==> src/rtl/otter_mem_arbiter_pkg.sv <==
// Shared definitions for the OTTER memory arbiter.
//   arb_state_t : controller states (IDLE / HOLD / WAIT)
//   arb_owner_t : which requester owns the memory port (FETCH / DATA)
package otter_mem_arbiter_pkg;

    typedef enum logic [1:0] {
        ARB_IDLE = 2'd0,  // no transaction; arbitrate and present request
        ARB_HOLD = 2'd1,  // request presented, waiting for m_gnt
        ARB_WAIT = 2'd2   // request granted, waiting for m_rvalid
    } arb_state_t;

    typedef enum logic {
        ARB_OWN_FETCH = 1'b0,
        ARB_OWN_DATA  = 1'b1
    } arb_owner_t;

endpackage

==> src/rtl/otter_arb_prio.sv <==
// Requester selection for the OTTER memory arbiter.
// Data has priority, but after MAX_D_STREAK consecutive data grants with a
// fetch pending, fetch wins the next arbitration.
//   clk, rst_n   : clock, synchronous active-low reset
//   i_req, d_req : fetch / data requests
//   i_gnt, d_gnt : grant events from the top (update the streak counter)
//   sel          : selected owner, combinational
module otter_arb_prio
    import otter_mem_arbiter_pkg::*;
#(
    parameter int MAX_D_STREAK = 4
) (
    input  logic       clk,
    input  logic       rst_n,
    input  logic       i_req,
    input  logic       d_req,
    input  logic       i_gnt,
    input  logic       d_gnt,
    output arb_owner_t sel
);

    localparam int SW = $clog2(MAX_D_STREAK + 1);
    localparam logic [SW-1:0] STREAK_MAX = SW'(MAX_D_STREAK);

    logic [SW-1:0] streak;
    logic          starved;

    assign starved = i_req && (streak == STREAK_MAX);

    always_comb begin
        // NOTE: default first so every path assigns sel and no latch is inferred.
        sel = ARB_OWN_DATA;
        if (d_req && !starved) begin
            sel = ARB_OWN_DATA;
        end else if (i_req) begin
            sel = ARB_OWN_FETCH;
        end
    end

    // Streak counts data grants only while fetch is actually waiting; any
    // cycle without a fetch request means nobody is being starved.
    // NOTE: reset is sampled on the clock edge (synchronous), not in the sensitivity list.
    always_ff @(posedge clk) begin
        if (!rst_n) begin
            streak <= '0;
        end else if (!i_req || i_gnt) begin
            // NOTE: non-blocking assignment for all registered state.
            streak <= '0;
        end else if (d_gnt && (streak != STREAK_MAX)) begin
            streak <= streak + 1'b1;
        end
    end

endmodule

==> src/rtl/otter_mem_arbiter.sv <==
// Shares one single-ported memory between the OTTER fetch and data requesters.
// One transaction outstanding at a time; data has priority with a bounded
// starvation guard for fetch (see otter_arb_prio).
//   i_*  : fetch requester (req/addr in, gnt/rvalid/rdata out)
//   d_*  : data requester (req/we/strb/addr/wdata in, gnt/rvalid/rdata out)
//   m_*  : memory side (req/we/strb/addr/wdata out, gnt/rvalid/rdata in)
module otter_mem_arbiter
    import otter_mem_arbiter_pkg::*;
#(
    parameter int ADDR_W       = 32,
    parameter int DATA_W       = 32,
    parameter int MAX_D_STREAK = 4
) (
    input  logic                clk,
    input  logic                rst_n,
    input  logic                i_req,
    input  logic [ADDR_W-1:0]   i_addr,
    output logic                i_gnt,
    output logic                i_rvalid,
    output logic [DATA_W-1:0]   i_rdata,
    input  logic                d_req,
    input  logic                d_we,
    input  logic [DATA_W/8-1:0] d_strb,
    input  logic [ADDR_W-1:0]   d_addr,
    input  logic [DATA_W-1:0]   d_wdata,
    output logic                d_gnt,
    output logic                d_rvalid,
    output logic [DATA_W-1:0]   d_rdata,
    output logic                m_req,
    output logic                m_we,
    output logic [DATA_W/8-1:0] m_strb,
    output logic [ADDR_W-1:0]   m_addr,
    output logic [DATA_W-1:0]   m_wdata,
    input  logic                m_gnt,
    input  logic                m_rvalid,
    input  logic [DATA_W-1:0]   m_rdata
);

    arb_state_t state, state_n;
    arb_owner_t owner, owner_n;
    arb_owner_t sel;
    arb_owner_t bus_owner;

    otter_arb_prio #(
        .MAX_D_STREAK(MAX_D_STREAK)
    ) u_prio (
        .clk  (clk),
        .rst_n(rst_n),
        .i_req(i_req),
        .d_req(d_req),
        .i_gnt(i_gnt),
        .d_gnt(d_gnt),
        .sel  (sel)
    );

    always_ff @(posedge clk) begin
        if (!rst_n) begin
            state <= ARB_IDLE;
            owner <= ARB_OWN_DATA;
        end else begin
            state <= state_n;
            owner <= owner_n;
        end
    end

    always_comb begin
        state_n   = state;
        owner_n   = owner;
        bus_owner = owner;
        m_req     = 1'b0;
        m_we      = 1'b0;
        m_strb    = '0;
        m_addr    = '0;
        m_wdata   = '0;
        i_gnt     = 1'b0;
        d_gnt     = 1'b0;
        i_rvalid  = 1'b0;
        d_rvalid  = 1'b0;
        i_rdata   = '0;
        d_rdata   = '0;

        unique case (state)
            ARB_IDLE: begin
                // Live selection gives zero added latency; the owner is
                // latched so HOLD/WAIT keep serving the same requester.
                bus_owner = sel;
                owner_n   = sel;
                m_req     = i_req | d_req;
                if (m_req) begin
                    state_n = m_gnt ? ARB_WAIT : ARB_HOLD;
                end
            end
            ARB_HOLD: begin
                // Kept asserted even if the owner drops its request.
                m_req = 1'b1;
                if (m_gnt) begin
                    state_n = ARB_WAIT;
                end
            end
            ARB_WAIT: begin
                if (m_rvalid) begin
                    if (owner == ARB_OWN_FETCH) begin
                        i_rvalid = 1'b1;
                        i_rdata  = m_rdata;
                    end else begin
                        d_rvalid = 1'b1;
                        d_rdata  = m_rdata;
                    end
                    state_n = ARB_IDLE;
                end
            end
            default: state_n = ARB_IDLE;
        endcase

        // Bus is zero whenever no request is presented; fetch never writes.
        if (m_req) begin
            if (bus_owner == ARB_OWN_FETCH) begin
                m_addr = i_addr;
                i_gnt  = m_gnt;
            end else begin
                m_we    = d_we;
                m_strb  = d_strb;
                m_addr  = d_addr;
                m_wdata = d_wdata;
                d_gnt   = m_gnt;
            end
        end
    end

endmodule

==> config.mk <==
export PLATFORM = sky130hd
export DESIGN_NAME = otter_mem_arbiter
export DESIGN_NICKNAME = d
export VERILOG_FILES = /design/src/rtl/otter_mem_arbiter_pkg.sv /design/src/rtl/otter_arb_prio.sv /design/src/rtl/otter_mem_arbiter.sv
export SDC_FILE = /design/constraint.sdc
export NUM_CORES = 1
export LEC_CHECK = 0
export CORE_AREA = 4 4 104 106
export DETAILED_ROUTE_END_ITERATION = 10
export DIE_AREA = 0 0 108 110
export GPL_TIMING_DRIVEN = 0
export SYNTH_ARGS = -nofsm -noshare
export SYNTH_HDL_FRONTEND = slang
export SYNTH_SLANG_ARGS = --single-unit
==> constraint.sdc <==
create_clock -name clk -period 3.6 [get_ports clk]
set_input_delay 0.72 -clock clk [delete_from_list [all_inputs] [get_ports clk]]
set_output_delay 0.72 -clock clk [all_outputs]
set_load 0.01 [all_outputs]
Word-level counts from Yosys, hierarchy flattened --
Index checks and enable logic that the tools add are counted.
Storage, ports and cells: flip-flop bits (word level) 6, bits of input ports 139, output and inout port bits 138
Cells by class: add/sub/neg operators 1, equality and inequality tests 7, muxes and demuxes 33, bitwise logic cells 2, reductions and logical operators 9
Operators by type and width (number):
- $mux 32 | 10
- $mux 1 | 15
- $mux 2 | 4
- $mux 4 | 2
- $ne 2x2->1 const B | 3
- $pmux 2 s3 | 1
- $add 3x1->3 const B | 1
- $eq 3x3->1 const B | 1
- $logic_and 1x1->1 | 3
- $ne 3x3->1 const B | 1
- $reduce_and 3->1 | 1
- $eq 2x1->1 const B | 1
- $eq 2x2->1 const B | 1
- $logic_not 1->1 | 2
- $logic_not 2->1 | 1
- $pmux 1 s2 | 1
- $reduce_or 2->1 | 1
- $logic_or 1x1->1 | 1
- $not 1->1 | 1
- $or 1x1->1 | 1

Depth between registers and ports, before layout --
Gate-level depths: netlist of run 1.
depth after elaboration 10, mapped depth 8

By module --
From an unflattened synthesis of run 1, not the netlist that was laid out.
Unflattened totals: cells, all modules 273, area total of the unflattened synthesis 1780.5 um^2
By module, submodules not included:
- otter_mem_arbiter | instances 1, cells an instance 253, area each 1572.8 um^2, seq. area each 60.1 um^2
- otter_arb_prio | instances 1, cells an instance 20, area each 207.7 um^2, seq. area each 60.1 um^2

Worst setup path after synthesis of run 1 --
No wires, ideal clock.
path kind input -> output, start input i_req, end output m_addr[23], arrival 1775 ps, path slack 1105 ps, cell stages on the path 5, buffers on the path 1, cell sequence or3b_4 o21ai_4 buf_6 nand2_1 a21oi_1
On the way: longest elaborated chain between the ends 7, elaborated cells between the ends (all ways) 10, classes of those cells mux: 6; bitwise: 1; reduce/logical: 3
RTL lines:
- from (decl) | line otter_mem_arbiter.sv:16 | input logic i_req,
- $logic_and 1x1->1 | line otter_arb_prio.sv:28 | assign starved = i_req && (streak == STREAK_MAX);
- $logic_not 1->1 | line otter_arb_prio.sv:33 | if (d_req && !starved) begin
- $logic_and 1x1->1 | line otter_arb_prio.sv:33
- $mux 1 | line otter_arb_prio.sv:33
- $mux 1
- $mux 32 | line otter_mem_arbiter.sv:117 | if (bus_owner == ARB_OWN_FETCH) begin
- $mux 32 * | line otter_mem_arbiter.sv:116 | if (m_req) begin
- to (decl) | line otter_mem_arbiter.sv:32 | output logic [ADDR_W-1:0] m_addr,
Every way passes the cells marked *; elsewhere a longest branch is shown, timed or not.

Worst setup path in the final report of run 1 --
start input i_req, end output m_addr[2]
The elaborated chain is that of the path after synthesis.

==> results of run 1 <==
cell families after synthesis:
kind of cell	count (synthesis)	share of synthesized area
AND/OR/NAND/NOR	189	0.645
adder cells (fa/ha/maj)	2	0.0159
AO/OA/AOI/OAI	45	0.172
buffers and inverters	24	0.0908
flip-flops	6	0.0765
metrics by stage:
stage	setup WS (ns)	instance area, sq um
floorplan	1.10	1570
global placement	-0.0541	4500
detailed placement	-0.0683	4500
CTS	0.000136	4550
global route	0.000144	4650
finish	0.0849	4650
final timing paths:
check,startpoint,end,slack [ns],cells after the start
max,i_req,m_addr[2],0.08,8
min,u_prio.streak[1],u_prio.streak[1],0.52,2
max reg2reg,u_prio.streak[0],u_prio.streak[1],1.92,8
min reg2reg,u_prio.streak[1],u_prio.streak[1],0.52,2
final cells by class:
| class | instances | area (sq um) | share of cell area |
|---|---|---|---|
| Buffer | 21 | 136 | 0.0293 |
| Tap cell | 133 | 166 | 0.0358 |
| Sequential cell | 6 | 120 | 0.0258 |
| Multi-Input combinational cell | 236 | 1310 | 0.282 |
| Inverter | 3 | 11.3 | 0.00242 |
| Timing Repair Buffer | 285 | 2870 | 0.616 |
| Clock buffer | 3 | 41.3 | 0.00887 |
worst max-delay path, delay by kind of cell:
kind,cells,cell delay (ns)
and+or+nand+nor,2,0.48
AOI/OAI and AO/OA,2,0.24
buffers and inverters,4,1.35
routing by layer:
metal  vias up  global-route usage  routed length [um]
li1       1422                   -                   -
met1      1207               0.157                3560
met2       127               0.301                5650
met3         8              0.0448                 995
met4         0              0.0234                 106
met5         -                   0                   0
power breakdown:
part | internal [mW] | switching [mW] | leakage [nW] | total, mW
registers | 0.0697 | 0.00324 | 0.0490 | 0.0729
clock network | 0.0717 | 0.0276 | 0.0216 | 0.0993
logic | 0.341 | 0.208 | 2.03 | 0.548
cells in the final DEF (no fill, tap or decap), drive strengths merged, types with 6 or more instances in the layout:
cell type and count:
dfxtp 6, dlygate4sd2 10, buf 19, and2 102, nand2 69, dlymetal6s2s 20, a21oi 37, clkdlybuf4s50 246
clkbuf 14
registers in the layout, indices dropped and copies added (netlist names):
name	count
u_prio.streak	3
state	2
owner	1
repair_timing:
action / in CTS / in global routing
endpoints found under the setup margin: 47 / 41
gates cloned: 0 / 0
resized for setup: 12 / 27
pin swaps: 1 / 0
buffers inserted: 3 / 6
==> key figures, run 1 <==
Final layout
  • ANT cells: 0
  • Final std cells w/o fill: 687
  • Fin nets: 697
  • # fillers: 1,017
  • Area grow syn2layout: 196%
  • Utilization after layout: 0.476
  • Share of cells above drive strength 1: 0.0632

STA
  • Setup TNS Final: 0 ns
  • Fmax: 0.284 GHz
  • Final setup vio count: 0
  • Relative slew slack: 0.728
  • Crit share post-route: 0.976
  • Pins over their slew limit: 0
  • Unrepaired setup endpoints after global routing: false
  • Worst Tran Pin Value: 0.407 ns
  • Final hold violations: 0
  • Hold WS: 0.518 ns
  • Minimum clock period after layout: 3.52 ns
  • Final clock skew: 0.00197 ns

Synth
  • Cell area after synthesis: 1570 sq um
  • EDFF count, synth: 0
  • Post-synthesis cell count: 266
  • FF+latch count, synth: 6
  • Main synth FF type: dfxtp_1
  • Area contributors post-synth: and2_1 41%, nand2_1 16%, a21oi_1 10%
  • Yosys top cell area share: 0.406
  • Syn. warnings: 0
  • Commonest cells in the netlist: 102 x and2_1, 69 x nand2_1, 32 x a21oi_1, 11 x clkbuf_1
  • Most frequent cell after synthesis: and2_1
  • Syn nets: 407
  • Area leader, netlist: and2_1
  • Unique masters post-synth: 32
  • Async S/R FF share, synth: 0
  • Mean Syn Cell Area: 5.90 sq um
  • Register area share after synthesis: 0.0765

Floorplan
  • Rows: 36
  • Starting Density: 0.161
  • Core Area: 9770 sq um
  • Top-level I/O count: 277
  • DIE AREA: 11,900 sq um
  • Die Wd: 108 um
  • Die height: 110 um

GRT
  • Vias in the first global route: 2,764
  • Initial antenna violation count: 0
  • First-pass GRT wire length: 14.4 mm
  • Gr ovfl total: 0
  • GRT Overall Usage: 0.151
  • Largest net degree at the start of global routing: 11

Clock network
  • H-tree Lvls: 1
  • CTS Sinks: 6
  • CTS Buf Count: 3
  • CTS Buffer Depth: 2
  • Clock latency on the worst-skew pair: 0.22 ns
  • Hold Buf Count CTS: 0
  • CTS tree: done
  • Root Buffer: clkbuf_8
  • Clk slew on worst S/H paths: 0.04 ns

Pwr
  • Power per cell area: 155 nW/um^2
  • Leak pwr: 2.10 nW
  • VDD IR-drop max: 102 uV
  • Tot Pwr: 0.720 mW

Detailed routing
  • Wire per inst: 15.0 um
  • DR iter-0 viols: 51
  • Via count: 2,764
  • DRC errors left: 0
  • Routed WL: 10.3 mm
  • Via density: 4.02
  • DRT Pass-1 Iters: 3
  • Antenna-violating nets left: 0

Setup path
  • Crit-path max FO: 10
  • CP Cell Sequence: clkdlybuf4s50_1 > or3b_4 > o21a_1 > buf_4 > buf_6 > nand2_1 > a21oi_1 > clkdlybuf4s50_1
  • WP data required: 2.88 ns
  • Critical Path Sink Type: output port
  • WP data arrival: 2.80 ns
  • Setup crit start kind: input pin
  • CP max-delay cell: clkdlybuf4s50_1
  • Crit path kind: in2out
  • Slowest stage delay, CP: 0.53 ns
  • Most frequent CP cell: clkdlybuf4s50_1

Hold path
  • Hold Crit Class: reg2reg

Placed design
  • Hpwl dp: 9.01 mm
  • Routability Congestion: 0.770
  • Placed cell count: 675
  • PortBufs: 276

Job
  • Max_cap viols: 0

Outcome
  • Run status: complete, no violations
Power figures use the tool's default switching activity.
==> run 2: changes to the inputs <==
- CELL_PAD_IN_SITES_DETAIL_PLACEMENT: not set -> 0
- CELL_PAD_IN_SITES_GLOBAL_PLACEMENT: not set -> 1
- CORE_AREA: 4 4 104 106 -> not set
- CORE_MARGIN: not set -> 4
- CORE_UTILIZATION: not set -> 12
- DIE_AREA: 0 0 108 110 -> not set
- PLACE_DENSITY: not set -> 0.83
==> key figures, run 2 (synthesis gave the netlist of run 1 again) <==
GRT
  • Vias in the first global route: 2,903 (+5.0%)
  • Gr ovfl total: 0 (unchanged)
  • First-pass GRT wire length: 14.4 mm (-0.15%)
  • Largest net degree at the start of global routing: 11 (unchanged)
  • Initial antenna violation count: 0 (unchanged)
  • GRT Overall Usage: 0.119 (-0.0317)

STA
  • Setup TNS Final: 0 ns (unchanged)
  • Final WS setup: 0.0750 ns (-0.00993 ns)
  • Final hold violations: 0 (unchanged)
  • Final clock skew: 0.00135 ns (-0.000622 ns)
  • Relative slew slack: 0.718 (-0.00939)
  • Worst Tran Pin Value: 0.421 ns (+0.0140 ns)
  • Final setup vio count: 0 (unchanged)
  • Pins over their slew limit: 0 (unchanged)
  • Crit share post-route: 0.979 (+0.00276)
  • Fmax: 0.284 GHz (-0.28%)
  • Minimum clock period after layout: 3.52 ns (+0.00993 ns)

Setup path
  • WP data required: 2.88 ns (about the same)
  • Top delay family on crit path: buffers and inverters
  • Critical Path Sink Type: output port
  • Crit path kind: in2out
  • CP Cell Sequence: clkdlybuf4s50_1 > or3b_4 > o21a_1 > buf_4 > buf_6 > nand2_1 > a21oi_1 > clkdlybuf4s50_1
  • Setup crit start kind: input pin
  • Crit path from: i_req
  • WP data arrival: 2.80 ns (about the same)
  • CP bufs+invs: 4 (unchanged)
  • CP max-delay cell: clkdlybuf4s50_1
  • Crit-path max FO: 10 (unchanged)
  • Slowest stage delay, CP: 0.53 ns (about the same)
  • Most frequent CP cell: clkdlybuf4s50_1
  • Critical register-to-register path startpoint: u_prio.streak[0]

Clock network
  • Clock latency on the worst-skew pair: 0.23 ns (about the same)
  • CTS Buf Count: 3 (unchanged)
  • H-tree Lvls: 1 (unchanged)
  • CTS Buffer Depth: 2 (unchanged)
  • Clk slew on worst S/H paths: 0.03 ns (about the same)
  • CTS Sinks: 6 (unchanged)
  • Hold Buf Count CTS: 0 (unchanged)
  • CTS tree: done
  • Root Buffer: clkbuf_16

Pwr
  • VDD IR-drop max: 118 uV (+16%)
  • Power per cell area: 170 nW/um^2 (+9.6%)
  • Leak pwr: 2.20 nW (+4.4%)

Floorplan
  • Die height: 122 um (+11%)
  • Top-level I/O count: 277 (unchanged)
  • Rows: 41 (+14%)
  • DIE AREA: 15,000 sq um (+26%)
  • Core Area: 12,700 sq um (+30%)
  • Die Wd: 122 um (+13%)
  • Starting Density: 0.123 (-0.0372)

Final layout
  • Final non-filler cell area: 4740 sq um (+1.9%)
  • Share of cells above drive strength 1: 0.0547 (-0.00843)
  • Area grow syn2layout: 202%
  • Max FFs per register: 3 (unchanged)
  • Most frequent cells in the layout: 245 x clkdlybuf4s50_1, 102 x and2_1, 69 x nand2_1
  • Biggest registers after layout: u_prio.streak: 3 flops, state: 2 flops, owner: 1 flops
  • # fillers: 1,321 (+30%)
  • Final std cells w/o fill: 720 (+4.8%)
  • Top reg by flops: u_prio.streak
  • Leading cell type in the layout, fill and taps excluded: clkdlybuf4s50_1
  • Fin nets: 691 (-0.86%)
  • ANT cells: 0 (unchanged)

Detailed routing
  • Antenna-violating nets left: 0 (unchanged)
  • Met3 Wirelength: 1.12 mm (+13%)
  • Highest Signal Layer: met4
  • Via count: 2,874 (+4.0%)
  • DR iter-0 viols: 51 (unchanged)
  • Met2 routed WL: 5.40 mm (-4.3%)
  • DRT Pass-1 Iters: 4 (+1)
  • Wire per inst: 14.1 um (-5.9%)
  • Via density: 3.99 (-0.79%)
  • DRC errors left: 0 (unchanged)
  • M1 WL: 3.51 mm (-1.3%)
  • Routed WL: 10.2 mm (-1.3%)

Placed design
  • Placed Instance Area: 4550 sq um (+1.1%)
  • Routability Congestion: 0.787 (+2.2%)
  • Placed cell count: 714 (+5.8%)
  • Hpwl dp: 8.81 mm (-2.2%)
  • PortBufs: 276 (unchanged)
  • Pre-CTS setup slack: -0.279 ns (-0.211 ns)

Hold path
  • Hold path start: u_prio.streak[1]
  • Hold Crit Class: reg2reg

Outcome
  • Run status: complete, no violations

Job
  • Max_cap viols: 0 (unchanged)
run 2: changes by cell type in the layout (fill, tap and decap cells not counted), moves of 3 or more:
cell,before,now
clkbuf_16,0,3
dlymetal6s2s_1,20,30
clkbuf_8,3,0
buf_4,10,4
dlygate4sd2_1,10,1
run 2: area by class of cell:
type / instances / area (sq um) / area share
clock buffers: 3 / 75.1 / 0.0158
inverters: 3 / 11.3 / 0.00237
repair buffers: 279 / 2860 / 0.603
plain buffers: 21 / 139 / 0.0293
well taps: 172 / 215 / 0.0454
multi-input cells: 236 / 1320 / 0.279
flip-flops and latches: 6 / 120 / 0.0253
run 2: repair_timing:
item,in CTS,in global routing
setup buffers,3,0
resized for setup,6,36
endpoints found under the setup margin,51,51
pin swaps,1,1
run 2: worst paths after layout:
check	end	slack, ns	cells past startpoint
worst max register to register	u_prio.streak[0]	1.97	7
worst min-delay path	u_prio.streak[1]	0.53	2
worst max-delay path	m_addr[2]	0.08	8
worst min register to register	u_prio.streak[1]	0.53	2
run 2: routing by layer:
layer,vias up,track usage
li1,1415,-
met2,161,0.233
met1,1285,0.122
met3,13,0.0387
met4,0,0.0252
met5,-,0
run 2: worst min-delay path, cell delays in order (launching register included):
cell     delay, ns
dfxtp_1       0.30
inv_1         0.07
o32ai_1       0.09
run 2: per-stage QoR:
stage	power (mW)	hold slack, ns	util
after floorplan	0.267	0.479	-
after global placement	0.623	0.489	0.357
after detailed placement	0.632	0.525	0.357
after CTS	0.821	0.530	0.366
after global routing	0.853	0.544	0.373
final	0.804	0.525	0.373
run 2: where the power goes:
part	internal, mW	total [mW]	switching (mW)
sequential	0.0697	0.0736	0.00385
clock	0.142	0.179	0.0367
combinational	0.341	0.551	0.210
total	0.553	0.804	0.251
==> variant: new RTL, settings of run 2 <==
Re-encode `arb_state_t` (3 states) as one-hot, 3 bits wide.
--- a/src/rtl/otter_mem_arbiter_pkg.sv
+++ b/src/rtl/otter_mem_arbiter_pkg.sv
@@ -4,8 +4,8 @@
 package otter_mem_arbiter_pkg;
 
-    typedef enum logic [1:0] {
-        ARB_IDLE = 2'd0,  // no transaction; arbitrate and present request
-        ARB_HOLD = 2'd1,  // request presented, waiting for m_gnt
-        ARB_WAIT = 2'd2   // request granted, waiting for m_rvalid
+    typedef enum logic [2:0] {
+        ARB_IDLE = 3'b001,  // no transaction; arbitrate and present request
+        ARB_HOLD = 3'b010,  // request presented, waiting for m_gnt
+        ARB_WAIT = 3'b100   // request granted, waiting for m_rvalid
     } arb_state_t;
 
Function: same outputs for any inputs over 10 cycles, from zero or initial values and one cycle with rst_n low; not proved beyond that.
==> variant against run 2 <==
Sequential cell count grew 1; synthesized area rose by 6.7%; cell area increased by 2.0%; worst setup slack improved by 0.098 ns; routed wire length grew 1.5%; critical path depth decreased by 2; largest power group unchanged; power up 51%; global-route usage barely moved; count of clock-buffer cells in the layout up 1; sequential power up 30%.
==> variant: results <==
metrics = {
    "status": {
        "status": "completed",
    },
    "pwr": {
        "p_int_uw": 778,
        "ir_drop_mv": 0.118,
        "p_leak_uw": 0.00207,
    },
    "yosys": {
        "ys_dominant_reg_cell": "dfxtp_1",
        "synth_async_sr_flop_share_pct": 0,
        "syn_nets": 387,
        "synthCells": 246,
        "yosysWarnings": 0,
        "synth_cell_type_count": 36,
        "synthTopCellsByArea": "and2_1, mux2i_1, and3_1",
        "synth_commonest_cells": "and2_1, nor2_1, and3_1",
        "seq_area_frac_synth_pct": 8.36,
    },
    "clock_tree": {
        "clockRootBuffer": "clkbuf_16",
        "cts_max_level": 1,
        "clk_path_buf_depth": 2,
        "numCtsBuffers": 3,
        "clkTransAtPathRegs_ns": 0.04,
        "clkLatencyLatePin_ns": 0.23,
    },
    "global_routing": {
        "grtUsageTotal_pct": 11.9,
        "grt_pass1_vias": 3032,
        "grt_pass1_wl_um": 15700,
        "grt_max_degree": 11,
        "antenna_found_initial": 0,
    },
    "hold_path": {
        "hp-class": "flop to flop",
    },
    "finish": {
        "nFillCells": 1400,
        "nNetsFinal": 671,
        "antenna_cells": 0,
        "top_regs": "state: 3 flops, u_prio.streak: 3 flops, owner: 1 flops",
        "drive_gt1_share_pct": 5.67,
    },
    "setup_path": {
        "cp_slowest_cell": "clkdlybuf4s50_1",
        "rrSetupSlack_ns": 1.96,
        "path_max_fanout": 13,
        "arrival_ns": 2.71,
        "critPathMaxStageDelay_ns": 0.55,
    },
    "detailed_routing": {
        "finalWirelength_um": 10300,
        "drtPass1Iterations": 4,
        "drt-initial-drc-count": 51,
        "dr_total_vias": 2816,
        "via_per_inst": 3.99,
    },
    "timing": {
        "timing_hold_violations_final": 0,
        "maxSlewHeadroom_pct": 63.5,
        "skew_ns": 0.000876,
    },
    "placement": {
        "gp_congestion": 0.911,
        "hpwl_um": 9140,
        "port_buffers": 276,
        "place_inst": 698,
    },
}
-- variant: changes by cell type in the layout (fill, tap and decap cells not counted), moves of 3 or more --
cell	run 2	this run
nor2_1	3	34
clkbuf_2	3	7
mux2i_1	0	32
clkdlybuf4s50_1	245	263
a21oi_2	5	0
and2_1	102	73
buf_2	3	0
a21oi_1	31	4
buf_6	6	3
dlymetal6s2s_1	30	11
nand2_1	69	5
buf_4	4	9
and3_1	1	33
-- variant: repair_timing --
action                                  in CTS  in global routing
pin swaps                                    0                  0
endpoints found under the setup margin     124                 80
setup buffers                                3                  1
resized for setup                           11                 20
-- variant: per-stage QoR --
stage          setup TNS, ns  setup slack, ns  power, uW  area, sq um  hold slack (ns)
6_report                   0            0.173       1220         4840            0.502
2_1_floorplan              0             1.15        473         1680            0.454
3_5_place_dp          -21.07           -0.404       1010         4660            0.490
4_1_cts                    0          0.00348       1230         4790            0.496
3_3_place_gp          -20.16           -0.402       1000         4660            0.479
5_1_grt                    0           0.0104       1300         4840            0.543
-- variant: power groups by stage --
stage	registers (uW)	clock network, uW	logic [uW]
after global routing	97.7	202	1000
final	95.7	192	928
after detailed placement	96.1	0	916
after floorplan	93.9	0	379
after CTS	95.7	198	937
after global placement	95.7	0	909
-- variant: layout make-up --
| class | instances | area (sq um) | share of cell area, % |
|---|---|---|---|
| Buffer | 21 | 129 | 2.66 |
| Clock buffer | 4 | 78.8 | 1.63 |
| Inverter | 4 | 15.0 | 0.310 |
| Multi-Input combinational cell | 213 | 1440 | 29.7 |
| Sequential cell | 7 | 140 | 2.90 |
| Tap cell | 176 | 220 | 4.55 |
| Timing Repair Buffer | 280 | 2820 | 58.3 |
-- variant: cells by family (layout without fill, tap and decap cells) --
group	after synthesis	in the layout	synth area share, %
buffers and inverters	26	309	7.54
and+or+nand+nor	160	160	55.6
adders and majority gates	2	2	1.49
AOI/OAI and AO/OA	19	19	7.92
DFF	7	7	8.36
muxes	32	32	19.1
-- variant: routing by layer --
metal | vias up | part of all wire, % | routed length [um] | GRT usage [%]
li1 | 1399 | - | - | -
met1 | 1255 | 36 | 3680 | 12.0
met2 | 156 | 54 | 5540 | 23.5
met3 | 6 | 9.9 | 1020 | 4.02
met4 | 0 | 0.79 | 82 | 2.27
met5 | - | 0 | 0 | 0
-- variant: worst paths after layout --
check | from | to | cells past startpoint
hold reg to reg | u_prio.streak[0] | u_prio.streak[0] | 2
hold / removal | u_prio.streak[0] | u_prio.streak[0] | 2
setup / recovery | m_rvalid | d_rdata[13] | 6
setup reg to reg | state[0] | u_prio.streak[2] | 5
-- variant: worst max-delay path, delay by kind of cell --
kind / cells / cell delay (ns)
buffers and inverters: 4 / 1.53
and+or+nand+nor: 2 / 0.45
